**config.mk**
```make
export PLATFORM = sky130hd
export DESIGN_NAME = fetch_unit
export DESIGN_NICKNAME = d
export VERILOG_FILES = /design/src/rtl/riscv_core_pkg.sv /design/src/rtl/next_pc_logic.sv /design/src/rtl/fetch_unit.sv
export SDC_FILE = /design/constraint.sdc
export NUM_CORES = 1
export LEC_CHECK = 0
export ABC_AREA = 0
export BUFFER_PORTS_ARGS = -buffer_cell sky130_fd_sc_hd__buf_2
export CORE_AREA = 2 2 110 80
export CTS_CLUSTER_SIZE = 20
export DETAILED_ROUTE_END_ITERATION = 8
export DIE_AREA = 0 0 112 82
export PLACE_DENSITY = 0.87
export SLEW_MARGIN = 5
export SYNTH_ARGS = -nofsm -noshare
export SYNTH_HDL_FRONTEND = slang
export SYNTH_SLANG_ARGS = --single-unit
export TNS_END_PERCENT = 1
```
**constraint.sdc**
```tcl
create_clock -name clk -period 5.93 [get_ports clk]
set_input_delay 0.2965 -clock clk [delete_from_list [all_inputs] [get_ports clk]]
set_output_delay 0.2965 -clock clk [all_outputs]
set_load 0.005 [all_outputs]
```
**src/rtl/riscv_core_pkg.sv**
```systemverilog
// Shared constants and fetch-stage state encodings for the RV32I core.
// The S_FAULT state only exists when MISALIGN_TRAP_EN is defined.
package riscv_core_pkg;

  localparam logic [31:0] NOP_INSTR        = 32'h0000_0013;
  localparam logic [31:0] RESET_PC_DEFAULT = 32'h0000_0000;

`ifdef MISALIGN_TRAP_EN
  typedef enum logic [1:0] {
    S_FETCH = 2'd0,
    S_EXEC  = 2'd1,
    S_FAULT = 2'd2
  } fetch_state_t;
`else
  typedef enum logic [0:0] {
    S_FETCH = 1'b0,
    S_EXEC  = 1'b1
  } fetch_state_t;
`endif

endpackage

```
**src/rtl/next_pc_logic.sv**
```systemverilog
// Next-PC selection: Pc + 4 adder, taken-branch mux and target alignment.
// MISALIGN_TRAP_EN: pass the raw target through and flag misalignment; otherwise force-align it.
module next_pc_logic (
  input  logic [31:0] pc,
  input  logic        pc_src,
  input  logic [31:0] pc_target,
  output logic [31:0] pc_plus4,
  output logic [31:0] next_pc
`ifdef MISALIGN_TRAP_EN
  ,
  output logic        misaligned
`endif
);

  assign pc_plus4 = pc + 32'd4;

`ifdef MISALIGN_TRAP_EN
  assign misaligned = pc_src && (pc_target[1:0] != 2'b00);
  assign next_pc    = pc_src ? pc_target : pc_plus4;
`else
  assign next_pc    = pc_src ? (pc_target & ~32'h0000_0003) : pc_plus4;
`endif

endmodule

```
**src/rtl/fetch_unit.sv**
```systemverilog
// Instruction fetch stage: holds Pc, fetches over a req/ack port and waits for Retire.
// Optional MISALIGN_TRAP_EN halts in S_FAULT on a misaligned taken target.
//
// state   | meaning
// S_FETCH | IMem request outstanding at Pc
// S_EXEC  | Instr held, waiting for Retire
// S_FAULT | halted after misaligned target (MISALIGN_TRAP_EN only)
module fetch_unit
  import riscv_core_pkg::*;
#(
  parameter logic [31:0] RESET_PC = RESET_PC_DEFAULT
) (
  input  logic        clk,
  input  logic        rst_n,
  input  logic        PcSrc,
  input  logic [31:0] PcTarget,
  input  logic        Retire,
  output logic        IMem_Req,
  output logic [31:0] IMem_Addr,
  input  logic        IMem_Ack,
  input  logic [31:0] IMem_RData,
  output logic [31:0] Instr,
  output logic        Instr_Valid,
  output logic [31:0] Pc,
  output logic [31:0] PcPlus4,
  output logic        Fault
);

  fetch_state_t state_q, state_d;
  logic [31:0]  pc_q, pc_d;
  logic [31:0]  instr_q, instr_d;
  logic         valid_q, valid_d;
  logic         req_q, req_d;
  logic [31:0]  next_pc;
`ifdef MISALIGN_TRAP_EN
  logic         misaligned;
  logic         fault_q, fault_d;
`endif

  next_pc_logic u_next_pc (
    .pc        (pc_q),
    .pc_src    (PcSrc),
    .pc_target (PcTarget),
    .pc_plus4  (PcPlus4),
    .next_pc   (next_pc)
`ifdef MISALIGN_TRAP_EN
    ,
    .misaligned(misaligned)
`endif
  );

  always_ff @(posedge clk or negedge rst_n) begin
    if (!rst_n) begin
      state_q <= S_FETCH;
      pc_q    <= RESET_PC;
      instr_q <= NOP_INSTR;
      valid_q <= 1'b0;
      req_q   <= 1'b1;
`ifdef MISALIGN_TRAP_EN
      fault_q <= 1'b0;
`endif
    end else begin
      state_q <= state_d;
      pc_q    <= pc_d;
      instr_q <= instr_d;
      valid_q <= valid_d;
      req_q   <= req_d;
`ifdef MISALIGN_TRAP_EN
      fault_q <= fault_d;
`endif
    end
  end

  always_comb begin
    state_d = state_q;
    pc_d    = pc_q;
    instr_d = instr_q;
    valid_d = valid_q;
    req_d   = req_q;
`ifdef MISALIGN_TRAP_EN
    fault_d = fault_q;
`endif
    case (state_q)
      S_FETCH: begin
        if (IMem_Ack) begin
          state_d = S_EXEC;
          instr_d = IMem_RData;
          valid_d = 1'b1;
          req_d   = 1'b0;
        end
      end
      S_EXEC: begin
        if (Retire) begin
          state_d = S_FETCH;
          pc_d    = next_pc;
          instr_d = NOP_INSTR;
          valid_d = 1'b0;
          req_d   = 1'b1;
`ifdef MISALIGN_TRAP_EN
          // Pc still takes the bad target so software can see where it jumped
          if (misaligned) begin
            state_d = S_FAULT;
            fault_d = 1'b1;
            req_d   = 1'b0;
          end
`endif
        end
      end
`ifdef MISALIGN_TRAP_EN
      S_FAULT: begin
        req_d   = 1'b0;
        valid_d = 1'b0;
        instr_d = NOP_INSTR;
      end
`endif
      default: begin
        state_d = S_FETCH;
        instr_d = NOP_INSTR;
        valid_d = 1'b0;
        req_d   = 1'b1;
      end
    endcase
  end

  assign IMem_Req    = req_q;
  assign IMem_Addr   = pc_q;
  assign Pc          = pc_q;
  assign Instr       = instr_q;
  assign Instr_Valid = valid_q;
`ifdef MISALIGN_TRAP_EN
  assign Fault       = fault_q;
`else
  assign Fault       = 1'b0;
`endif

endmodule
```
# Word-level counts from Yosys, hierarchy flattened
# Index checks and enable logic that the tools add are counted.
# word_totals
input_bits,69
register_bits,67
wordCells,24
out_inout_bits,131
# classes
eq_ne,2
addsub,1
muxes,13
n_reduce_logical,2
bitwise,1
# ops
op,count
32-bit two-way mux,3
32-bit case mux with 2 select lines,1
"32-bit by 3-bit adder with 32-bit output, second input constant",1
1-bit two-way mux,6
1-bit case mux with 2 select lines,3
"2-bit != test, second input constant",2
2-bit AND reduction,2
1-bit NOT,1

# Depth between registers and ports, before layout
# Gate-level depths: netlist of run 1.
# logic_depth
ltp_word,3
mapped_depth,7
mapped_depth_nobuf,5

# Cells and area by module
# Synthesis of run 1 repeated with hierarchy kept, for this count alone.
# hier_totals
cells_unflattened,393
hier_area_um2,4276.6
# by_module_without_submodules
mod,cells_per_inst,n_inst,seq_area_each_um2,area_per_inst_um2
fetch_unit,221,1,1681.6,3166.8
next_pc_logic,172,1,0.0,1109.8

# Least setup slack after synthesis of run 1
# No wires, ideal clock.
# synth_path
path_type,reg2out
start,"reg pc_q[2], in the netlist IMem_Addr[2]"
end,out PcPlus4[26]
path_stages_with_launch,7
slack_ps,3686
arrival_ps,1947
path_cell_list,dfrtp_1 -> ha_1 -> nand3_1 -> nor4_1 -> clkbuf_1 -> nand3_1 -> xnor2_1
# synth_between
elab_chain_len,1
# synth_lines
item,line_no,source
from (decl),fetch_unit.sv:30,"logic [31:0] pc_q, pc_d;"
from (signal assigned),fetch_unit.sv:64,pc_q <= pc_d;
32-bit by 3-bit adder with 32-bit output,next_pc_logic.sv:15,assign pc_plus4 = pc + 32'd4;
to (decl),fetch_unit.sv:25,"output logic [31:0] PcPlus4,"
# No other way between the ends.

# Final worst setup path of run 1
# layout_path
start,"reg pc_q[15], in the netlist IMem_Addr[15]"
end,out PcPlus4[31]
# The elaborated chain is that of the path after synthesis.

==> flow_summary.rst, run 1 <==
.. list-table::
   :header-rows: 1

   * - Metric
     - Value
   * - Power density over the cells
     - between 300 and 400 nW/um^2
   * - Routed length per instance
     - 16.81 microns
   * - Post-synth top flop
     - dfrtp_1
   * - DRC viols
     - 0
   * - Final critical delay including setup and external delays
     - between 3 and 4 ns
   * - Count of inserted antenna diode cells
     - 0
   * - Kind of launch point of the worst setup path
     - flop
   * - Layout cells sized above 1
     - a little under two fifths
   * - Aggregate negative setup slack
     - 0 ns
   * - Wire length of the first global-routing pass
     - ~18000 microns
   * - Initial Utilization
     - a little under 50%
   * - Result of the run
     - complete, no violations
   * - Worst flop-to-flop path startpoint
     - IMem_Addr[9]$_DFFE_PN0P_
   * - Area of the die
     - approximately 9000 sq um
   * - Gate count of the mapped netlist
     - 438
   * - Vias in the first global route
     - approximately 3600
   * - #FFs+latches synth
     - between 60 and 70
   * - Share of flip-flops with an asynchronous set or reset after synthesis
     - 100.0%
   * - Width of the chip
     - approximately 110 microns
   * - Clock slew at the register clock pins of the worst setup and hold paths
     - 0.06 ns
   * - DR iter-0 viols
     - 361
   * - Tightest slew margin relative to the limit
     - between 20% and 30%
   * - Worst supply voltage drop on vdd
     - roughly 0.00022 V
   * - Post-route design area
     - a little over 5000 sq um
   * - Type of the worst min-delay path
     - in -> async
   * - Core Footprint
     - 8198 sq um
   * - TritonCTS clock tree
     - yes
   * - Clock latency reported for the late side of the worst-skew pair
     - around 0.32 ns
   * - Setup repair after global routing missed its margin
     - no
   * - Placed Instance Area
     - ~4700 sq um
   * - Pin count of the biggest net entering global routing
     - 66
   * - Clock tree root buffer cell
     - clkbuf_16
   * - Avg Inst Size Synth
     - approximately 9 sq um
   * - Largest delay contributor family on the critical path
     - simple AND/OR/NAND/NOR gates
   * - Height of the chip
     - 82 microns
   * - Overall track demand over capacity in global routing
     - about a quarter
   * - Setup slack after layout
     - 2.878 ns
   * - Static leakage power
     - about 2.4 nW
   * - Worst path buffer plus inverter count
     - 1
   * - F_max
     - approximately 330 MHz
   * - Number of CTS-inserted buffers
     - 9
   * - CP Max Fanout
     - 11
   * - Synth warnings
     - 0
   * - Number of H-tree branching levels
     - 3
   * - Biggest cell delay along the critical path
     - 0.82 ns
   * - Total wire length
     - roughly 12000 microns
   * - Area of the mapped netlist
     - between 3000 and 4000 sq um
   * - Library cells used by synthesis
     - 48
   * - Total number of vias
     - 4000
   * - Number of gates resized after CTS
     - 0
   * - Routed Antenna Nets
     - 0
   * - Origin of the worst setup path
     - IMem_Addr[15]$_DFFE_PN0P_
   * - Required time reported for the critical path endpoint
     - roughly 5.6 ns
   * - Max-slew violation count
     - 0
   * - Fraction of the yosys area taken by sequential cells
     - between 40% and 50%
   * - Number of hold buffers added after CTS
     - 0
   * - Count of flip-flops with a built-in enable after synthesis
     - 0
   * - Maximum buffer depth of the clock tree
     - 2
   * - Worst endpoint data arrival time
     - approximately 2.8 ns
   * - GRT Residual Overflow
     - 0
   * - Pre-CTS setup slack
     - 3.246 ns
   * - Area added between synthesis and finish
     - 27.75%
   * - Final period util
     - between 50% and 60%
   * - Sink count of the clock tree
     - 65
   * - Router iterations before antenna repair
     - 5
   * - Ports
     - 200
   * - Hold violation count in the final report
     - 0
   * - Count of buffers added by post-CTS timing repair for setup
     - 0
   * - Via-per-instance ratio
     - 5.806
   * - RD Place Congestion
     - ~0.8
   * - Number of placement rows
     - 28
   * - Final worst clock skew
     - roughly 0.0061 ns
   * - Slowest cell on crit path
     - nor4_1
   * - Setup crit end kind
     - output port
   * - Buffers added on ports
     - between 150 and 200
   * - Final layout net count
     - ~650
   * - Initial antenna violation count
     - 0
   * - Max cap viols
     - 0
   * - List of cells traversed by the critical path
     - nand4_1, nor4_1, and3_1, xor2_1, buf_2
   * - Detailed-placement wirelength estimate
     - 8150 microns
   * - Transition at the pin with the smallest max-transition slack
     - about 1.2 ns
   * - Endpoints failing setup
     - 0
   * - Type of the worst setup path
     - reg -> out
## synthesized netlist by cell type (17+ instances only)
master	instances	area share [%]
nand2_1	29	2.8
buf_4	39	7.4
nor2_1	17	1.6
nand3_1	25	3.2
a22o_1	29	6.4
and3_1	18	2.9
clkbuf_1	27	2.6
nor3_1	23	2.9
a21oi_1	22	2.8
dfrtp_1	61	39
o21ai_0	19	2.4
xnor2_1	21	4.7
## registers in the layout (all words and copies together), names as in the netlist
signal / cells
Instr_Valid: 1
state_q: 1
IMem_Req: 1
IMem_Addr: 30
Instr: 32
## layout make-up
cell class	instances	area, sq um
fill	717	3163
multi-input combinational	293	1869
sequential	65	1632
timing repair buffer	196	996.0
clock buffer	10	239.0
tap	105	131.4
clock inverter	6	115.1
inverter	14	52.55
## final timing paths
| path | slack, ns | cells past startpoint | endpoint |
|---|---|---|---|
| min in group clk | 0.19 | 2 | state_q$_DFF_PN0_ |
| max in group asynchronous | 5.22 | 2 | IMem_Addr[24]$_DFFE_PN0P_ |
| hold reg to reg | 0.50 | 2 | Instr_Valid$_DFFE_PN0P_ |
| setup / recovery | 2.88 | 5 | PcPlus4[31] |
| setup reg to reg | 3.31 | 4 | IMem_Addr[23]$_DFFE_PN0P_ |
| hold / removal | 0.15 | 2 | Instr[29]$_DFFE_PN0P_ |
## power breakdown
group	total, mW	internal (mW)	switching [mW]
registers	0.688	0.538	0.150
logic	0.536	0.267	0.269
clock network	0.624	0.423	0.200
total	1.85	1.23	0.619
## metal layers
metal  wire [microns]  track usage (%)  vias up
li1                 -                -     1837
met1             5030            33.19     1931
met2             5517            42.18      213
met3              835            5.018       19
met4              196            8.293        0
met5                0                0        -
## kinds of logic after synthesis
family | after synthesis | synth area share (%)
xor+xnor | 27 | 6.000
flops | 65 | 41.40
buf+inv | 86 | 12.03
fa+ha+maj | 1 | 0.3174
other cells | 1 | 0.09515
compound gates | 105 | 19.02
mux | 2 | 0.5080
simple gates | 151 | 20.64
## through the flow
| stage | utilization [%] | hold slack (ns) | power [mW] | std cells |
|---|---|---|---|---|
| CTS | 61.42 | 0.1783 | 1.856 | 689 |
| finish | 61.42 | 0.1520 | 1.847 | 689 |
| global placement | 57.10 | 0.4743 | 1.206 | 673 |
| floorplan | - | 0.0009089 | 1.011 | 444 |
| detailed placement | 57.10 | 0.4721 | 1.227 | 673 |
| global route | 61.42 | 0.1860 | 1.953 | 689 |
## layout by cell type, fill, tap and decap left out, drive strengths merged, types with 18 or more instances in the layout
cell type,count
buf,196
dfrtp,61
xnor2,21
a22o,29
o21ai,19
nor3,23
and3,18
nand3,26
nand2,29
a21oi,22
(Power assumes the default switching activity.)
==> inputs of run 2 (changes only) <==
--- a/config.mk
+++ b/config.mk
@@ -7,11 +7,11 @@
 export LEC_CHECK = 0
 export ABC_AREA = 0
 export BUFFER_PORTS_ARGS = -buffer_cell sky130_fd_sc_hd__buf_2
-export CORE_AREA = 2 2 110 80
+export CORE_AREA = 2 2 114 83
 export CTS_CLUSTER_SIZE = 20
 export DETAILED_ROUTE_END_ITERATION = 8
-export DIE_AREA = 0 0 112 82
-export PLACE_DENSITY = 0.87
+export DIE_AREA = 0 0 116 85
+export PLACE_DENSITY = 0.81
 export SLEW_MARGIN = 5
 export SYNTH_ARGS = -nofsm -noshare
 export SYNTH_HDL_FRONTEND = slang
==> constraint.sdc (replaced) <==
create_clock -name clk -period 3.05 [get_ports clk]
set_input_delay 0.1525 -clock clk [delete_from_list [all_inputs] [get_ports clk]]
set_output_delay 0.1525 -clock clk [all_outputs]
set_load 0.005 [all_outputs]
==> run 2 against run 1 <==
Compared with the run above:
- clock skew down 0.00091 ns
- die area up 7.4%
- final area up 0.55%
- worst setup slack worse by 2.7 ns
==> flow_summary.rst, run 2 (synthesis results as in run 1) <==
.. list-table::
   :header-rows: 1

   * - Metric
     - Value
   * - Required time reported for the critical path endpoint
     - 2.90 ns
   * - Internal power
     - 2.293 mW
   * - Minimum setup slack among reg-to-reg paths
     - ~0.61 ns
   * - Final layout net count
     - around 650
   * - Vias in the first global route
     - ~3600
   * - Setup crit end kind
     - output port
   * - Layout fillers
     - between 800 and 900
   * - Biggest cell delay along the critical path
     - ~0.78 ns
   * - Maximum buffer depth of the clock tree
     - 2
   * - Wire length of the first global-routing pass
     - around 19000 microns
   * - Transition at the pin with the smallest max-transition slack
     - around 1.2 ns
   * - Router iterations before antenna repair
     - 4
   * - List of cells traversed by the critical path
     - nand4_1, nor4_1, and3_1, xor2_1, buf_2
   * - Most used cells in the layout excluding fill and tap cells
     - buf_2, dfrtp_1, nand2_1, a22o_1, nand3_1
   * - Count of inserted antenna diode cells
     - 0
   * - Final worst clock skew
     - 0.005184 ns
   * - Sequential fraction of design power
     - about 38%
   * - Number of placement rows
     - 29
   * - Switch Pwr
     - about 1.2 mW
   * - Routed length per instance
     - about 17 microns
   * - Worst endpoint data arrival time
     - between 2 and 3 ns
   * - Number of hold buffers added after CTS
     - 0
   * - Final critical delay including setup and external delays
     - between 2 and 3 ns
   * - Tightest slew margin relative to the limit
     - between 10% and 20%
   * - DRC viols
     - 0
   * - Type of the worst setup path
     - reg -> out
   * - Initial Utilization
     - about 45%
   * - Number of gates resized after CTS
     - 0
   * - Height of the chip
     - ~85 microns
   * - Area of the die
     - around 10000 sq um
   * - Routed Antenna Nets
     - 0
   * - Overall track demand over capacity in global routing
     - a little under a quarter
   * - Setup slack after layout
     - 0.2049 ns
   * - Count of buffers added by post-CTS timing repair for setup
     - 0
   * - Combinational group share of total power
     - a little under a third
   * - Type of the worst min-delay path
     - in -> async
   * - Ports
     - 200
   * - Clock latency reported for the late side of the worst-skew pair
     - between 0.3 and 0.4 ns
   * - TritonCTS clock tree
     - yes
   * - Part of the power in the clock network
     - between 30% and 40%
   * - Power density over the cells
     - a little under 700 nW/um^2
   * - Static leakage power
     - between 2 and 2.5 nW
   * - CP Max Fanout
     - 11
   * - Slowest cell on crit path
     - nor4_1
   * - Max-slew violation count
     - 0
   * - Clock slew at the register clock pins of the worst setup and hold paths
     - 0.06 ns
   * - Switching portion of total power
     - between 30% and 40%
   * - Width of the chip
     - roughly 120 microns
   * - Max reg flops
     - 32
   * - Detailed-placement wirelength estimate
     - about 8500 microns
   * - Via-per-instance ratio
     - 5.610
   * - Total number of vias
     - about 4000
   * - Final period util
     - slightly above 90%
   * - Initial antenna violation count
     - 0
   * - Clock tree root buffer cell
     - clkbuf_16
   * - F_max
     - approximately 350 MHz
   * - Largest delay contributor family on the critical path
     - simple AND/OR/NAND/NOR gates
   * - Hold violation count in the final report
     - 0
   * - Pin count of the biggest net entering global routing
     - 51
   * - Endpoints failing setup
     - 0
   * - Worst supply voltage drop on vdd
     - between 0.0003 and 0.0004 V
   * - Max cap viols
     - 0
   * - Total wire length
     - around 12000 microns
   * - Area added between synthesis and finish
     - 28.44%
   * - RD Place Congestion
     - between 0.8 and 0.9
   * - Pre-CTS setup slack
     - 0.6402 ns
   * - Result of the run
     - complete, no violations
   * - Most common cell after layout, fill and taps aside
     - buf_2
   * - Final Core Density
     - just under 60%
   * - Aggregate negative setup slack
     - 0 ns
   * - Layout cells sized above 1
     - 38.61%
   * - Sink count of the clock tree
     - 65
   * - Core Footprint
     - roughly 8800 sq um
   * - Buffers added on ports
     - between 150 and 200
   * - Kind of launch point of the worst setup path
     - flop
   * - Number of H-tree branching levels
     - 3
   * - Setup repair after global routing missed its margin
     - no
   * - GRT Residual Overflow
     - 0
   * - Number of CTS-inserted buffers
     - 9
   * - Worst path buffer plus inverter count
     - 1
   * - DR iter-0 viols
     - between 150 and 200
run 2: path summary, 6_finish.rpt:
path                                                start                   endpoint  cells after the start
worst max-delay path            IMem_Addr[15]$_DFFE_PN0P_                PcPlus4[31]                      5
worst min-delay path                                rst_n   IMem_Addr[6]$_DFFE_PN0P_                      1
max in group asynchronous                           rst_n  IMem_Addr[14]$_DFFE_PN0P_                      2
min in group clk                                   Retire          state_q$_DFF_PN0_                      2
worst min register to register    Instr_Valid$_DFFE_PN0P_    Instr_Valid$_DFFE_PN0P_                      2
worst max register to register  IMem_Addr[15]$_DFFE_PN0P_  IMem_Addr[27]$_DFFE_PN0P_                      4
run 2: cell type report:
| class | count | area [sq um] | area share (%) |
|---|---|---|---|
| multi-input combinational | 293 | 1869 | 36.93 |
| tap | 124 | 155.1 | 3.065 |
| sequential | 65 | 1632 | 32.23 |
| timing repair buffer | 200 | 1026 | 20.27 |
| inverter | 14 | 52.55 | 1.038 |
| clock inverter | 7 | 102.6 | 2.027 |
| clock buffer | 9 | 225.2 | 4.449 |
run 2: power by group through the flow:
stage | Clock (mW) | Sequential [mW] | Combinational [mW]
6_report | 1.13 | 1.33 | 1.05
3_5_place_dp | 0 | 1.34 | 1.05
3_3_place_gp | 0 | 1.32 | 1.03
2_1_floorplan | 0 | 1.26 | 0.711
4_1_cts | 1.14 | 1.33 | 1.06
5_1_grt | 1.18 | 1.37 | 1.17
run 2: per-stage QoR:
stage          hold WS, ns  total power [mW]  instance area, sq um  instances
5_1_grt            0.04372             3.718                  5062        712
3_5_place_dp        0.3625             2.392                  4735        696
3_3_place_gp        0.3659             2.355                  4735        696
6_report           0.02819             3.514                  5062        712
4_1_cts            0.01812             3.533                  5062        712
2_1_floorplan      -0.1431             1.966                  3964        444
run 2: layer usage:
layer / global-route usage (%) / part of all wire [%]
met4: 6.926 / 1.1
met5: 0 / 0
met2: 38.60 / 48
met3: 5.929 / 8.1
met1: 31.99 / 43
==> inputs of run 3 (changes only) <==
==> constraint.sdc (replaced) <==
create_clock -name clk -period 3.05 [get_ports clk]
set_input_delay 0.61 -clock clk [delete_from_list [all_inputs] [get_ports clk]]
set_output_delay 0.61 -clock clk [all_outputs]
set_load 0.005 [all_outputs]
==> run 3 against run 2 <==
Compared with the run above:
- clock power decreased by 7%
- clock-buffer cell count unchanged
- maximum frequency decreased by 4.7%
- via count decreased by 0.48%
- non-clock buffer count increased by 8
- final cell count increased by 1.1%
- sequential power about the same
- final area increased by 0.84%
- wire length increased by 0.10%
- first-iteration DRC count increased by 33%
- register-to-register slack improved by 0.19 ns
==> flow_summary.rst, run 3 (synthesis results as in run 1) <==
.. list-table::
   :header-rows: 1

   * - Metric
     - Value
   * - Core Footprint
     - 8781 sq um
   * - Buffers added on ports
     - 190
   * - Layout cells sized above 1
     - 40.10%
   * - Most used cells in the layout excluding fill and tap cells
     - buf_2, dfrtp_1, nand2_1, a22o_1, nand3_1
   * - Worst endpoint data arrival time
     - 2.38 ns
   * - Finished Layout Cells
     - between 700 and 800
   * - CP Max Fanout
     - 13
   * - Final period util
     - approximately 98%
   * - TritonCTS clock tree
     - yes
   * - Endpoints failing setup
     - 0
   * - Most common cell after layout, fill and taps aside
     - buf_2
   * - Routed Antenna Nets
     - 0
   * - Required time reported for the critical path endpoint
     - approximately 2.4 ns
   * - Setup crit end kind
     - output port
   * - F_max
     - around 330 MHz
   * - Sink count of the clock tree
     - 65
   * - Final worst clock skew
     - 0.003587 ns
   * - Total number of vias
     - ~4000
   * - Clock slew at the register clock pins of the worst setup and hold paths
     - 0.06 ns
   * - Vias in the first global route
     - between 3000 and 4000
   * - Transition at the pin with the smallest max-transition slack
     - about 1.2 ns
   * - Number of CTS-inserted buffers
     - 9
   * - Clock latency reported for the late side of the worst-skew pair
     - between 0.3 and 0.4 ns
   * - Initial antenna violation count
     - 0
   * - Router iterations before antenna repair
     - 4
   * - Reg-to-Reg End
     - IMem_Addr[23]$_DFFE_PN0P_
   * - RD Place Congestion
     - about 0.9
   * - Tightest slew margin relative to the limit
     - 23.06%
   * - Setup repair after global routing missed its margin
     - yes
   * - Count of inserted antenna diode cells
     - 0
   * - Overall track demand over capacity in global routing
     - 24.31%
   * - DRC viols
     - 0
   * - Number of H-tree branching levels
     - 3
   * - Initial Utilization
     - about 45%
   * - Static leakage power
     - 2.462 nW
   * - Area added between synthesis and finish
     - 29.52%
   * - DR iter-0 viols
     - approximately 260
   * - Final layout net count
     - around 660
   * - Worst supply voltage drop on vdd
     - 0.0004126 V
   * - Maximum buffer depth of the clock tree
     - 2
   * - Max reg flops
     - 32
   * - Hold violation count in the final report
     - 0
   * - Routed length per instance
     - around 17 microns
   * - Ports
     - 200
   * - Type of the worst min-delay path
     - in -> async
   * - Number of placement rows
     - 29
   * - Result of the run
     - complete, no violations
   * - Wire length of the first global-routing pass
     - 18940 microns
   * - Power density over the cells
     - around 680 nW/um^2
   * - Height of the chip
     - between 80 and 90 microns
   * - Aggregate negative setup slack
     - 0 ns
   * - Width of the chip
     - 116 microns
   * - Number of hold buffers added after CTS
     - 0
   * - Via-per-instance ratio
     - roughly 5.5
   * - R2R depth
     - 4
   * - Clock tree root buffer cell
     - clkbuf_16
   * - Final critical delay including setup and external delays
     - ~3.0 ns
   * - Type of the worst setup path
     - reg -> out
   * - Total wire length
     - about 12000 microns
   * - GRT Residual Overflow
     - 0
   * - Max cap viols
     - 0
   * - Pin count of the biggest net entering global routing
     - 66
   * - Detailed-placement wirelength estimate
     - roughly 8700 microns
   * - Minimum setup slack among reg-to-reg paths
     - approximately 0.8 ns
   * - Worst flop-to-flop path startpoint
     - IMem_Addr[7]$_DFFE_PN0P_
   * - Area of the die
     - 9860 sq um
   * - Placed insts
     - just over 700
   * - Max-slew violation count
     - 0
   * - Kind of launch point of the worst setup path
     - flop
## run 3: power by group
group	internal [mW]	switching, mW	total (mW)	leakage [nW]
registers	1.05	0.269	1.32	0.767
logic	0.537	0.551	1.09	1.55
clock network	0.641	0.409	1.05	0.147
total	2.23	1.23	3.46	2.46
## run 3: worst max path at each step
| stage | start | end | slack, ns | depth (start not counted) |
|---|---|---|---|---|
| global placement | IMem_Addr[6]$_DFFE_PN0P_ | PcPlus4[23] | 0.42 | 5 |
| finish | IMem_Addr[7]$_DFFE_PN0P_ | PcPlus4[23] | 0.06 | 5 |
| detailed placement | IMem_Addr[2]$_DFFE_PN0P_ | PcPlus4[24] | 0.37 | 6 |
| floorplan | IMem_Addr[2]$_DFFE_PN0P_ | PcPlus4[26] | 0.49 | 6 |
| global route | IMem_Addr[7]$_DFFE_PN0P_ | PcPlus4[23] | -0.10 | 5 |
| CTS | IMem_Addr[2]$_DFFE_PN0P_ | PcPlus4[24] | 0.007 | 6 |
## run 3: what timing repair did
item,4_1_cts,5_1_grt
setup buffers,0,0
endpoints found under the setup margin,0,5
hold endpoints to repair,0,0
resized for setup,0,4
## run 3: critical path, stage by stage (launching register included)
cell and delay, ns:
dfrtp_1 0.50, nand3_4 0.22, or4_1 0.72, nor3_1 0.32, xor2_1 0.16, buf_2 0.13
## run 3: through the flow
stage | instance area [sq um] | setup WS, ns | hold WS, ns | power (mW) | util [%]
floorplan | 3964 | 0.4926 | 0.3144 | 1.966 | -
global placement | 4795 | 0.4187 | 0.4637 | 2.369 | 54.60
detailed placement | 4795 | 0.3722 | 0.4784 | 2.412 | 54.60
CTS | 5097 | 0.006877 | 0.4700 | 3.472 | 58.05
global route | 5105 | -0.1006 | 0.4817 | 3.665 | 58.14
finish | 5105 | 0.06410 | 0.4617 | 3.456 | 58.14
## run 3: layout make-up
| type | count | area (sq um) |
|---|---|---|
| Sequential cell | 65 | 1635 |
| Fill cell | 847 | 3676 |
| Timing Repair Buffer | 208 | 1086 |
| Inverter | 14 | 52.55 |
| Tap cell | 124 | 155.1 |
| Multi-Input combinational cell | 293 | 1873 |
| Clock inverter | 7 | 77.57 |
| Clock buffer | 9 | 225.2 |
## run 3: layer usage
metal / routed length (microns) / vias to the layer above / GRT usage [%]
met1: 5207 / 1942 / 32.43
met3: 913 / 6 / 6.143
met5: 0 / - / 0
met4: 75 / 0 / 6.602
met2: 5797 / 170 / 39.55
li1: - / 1857 / -
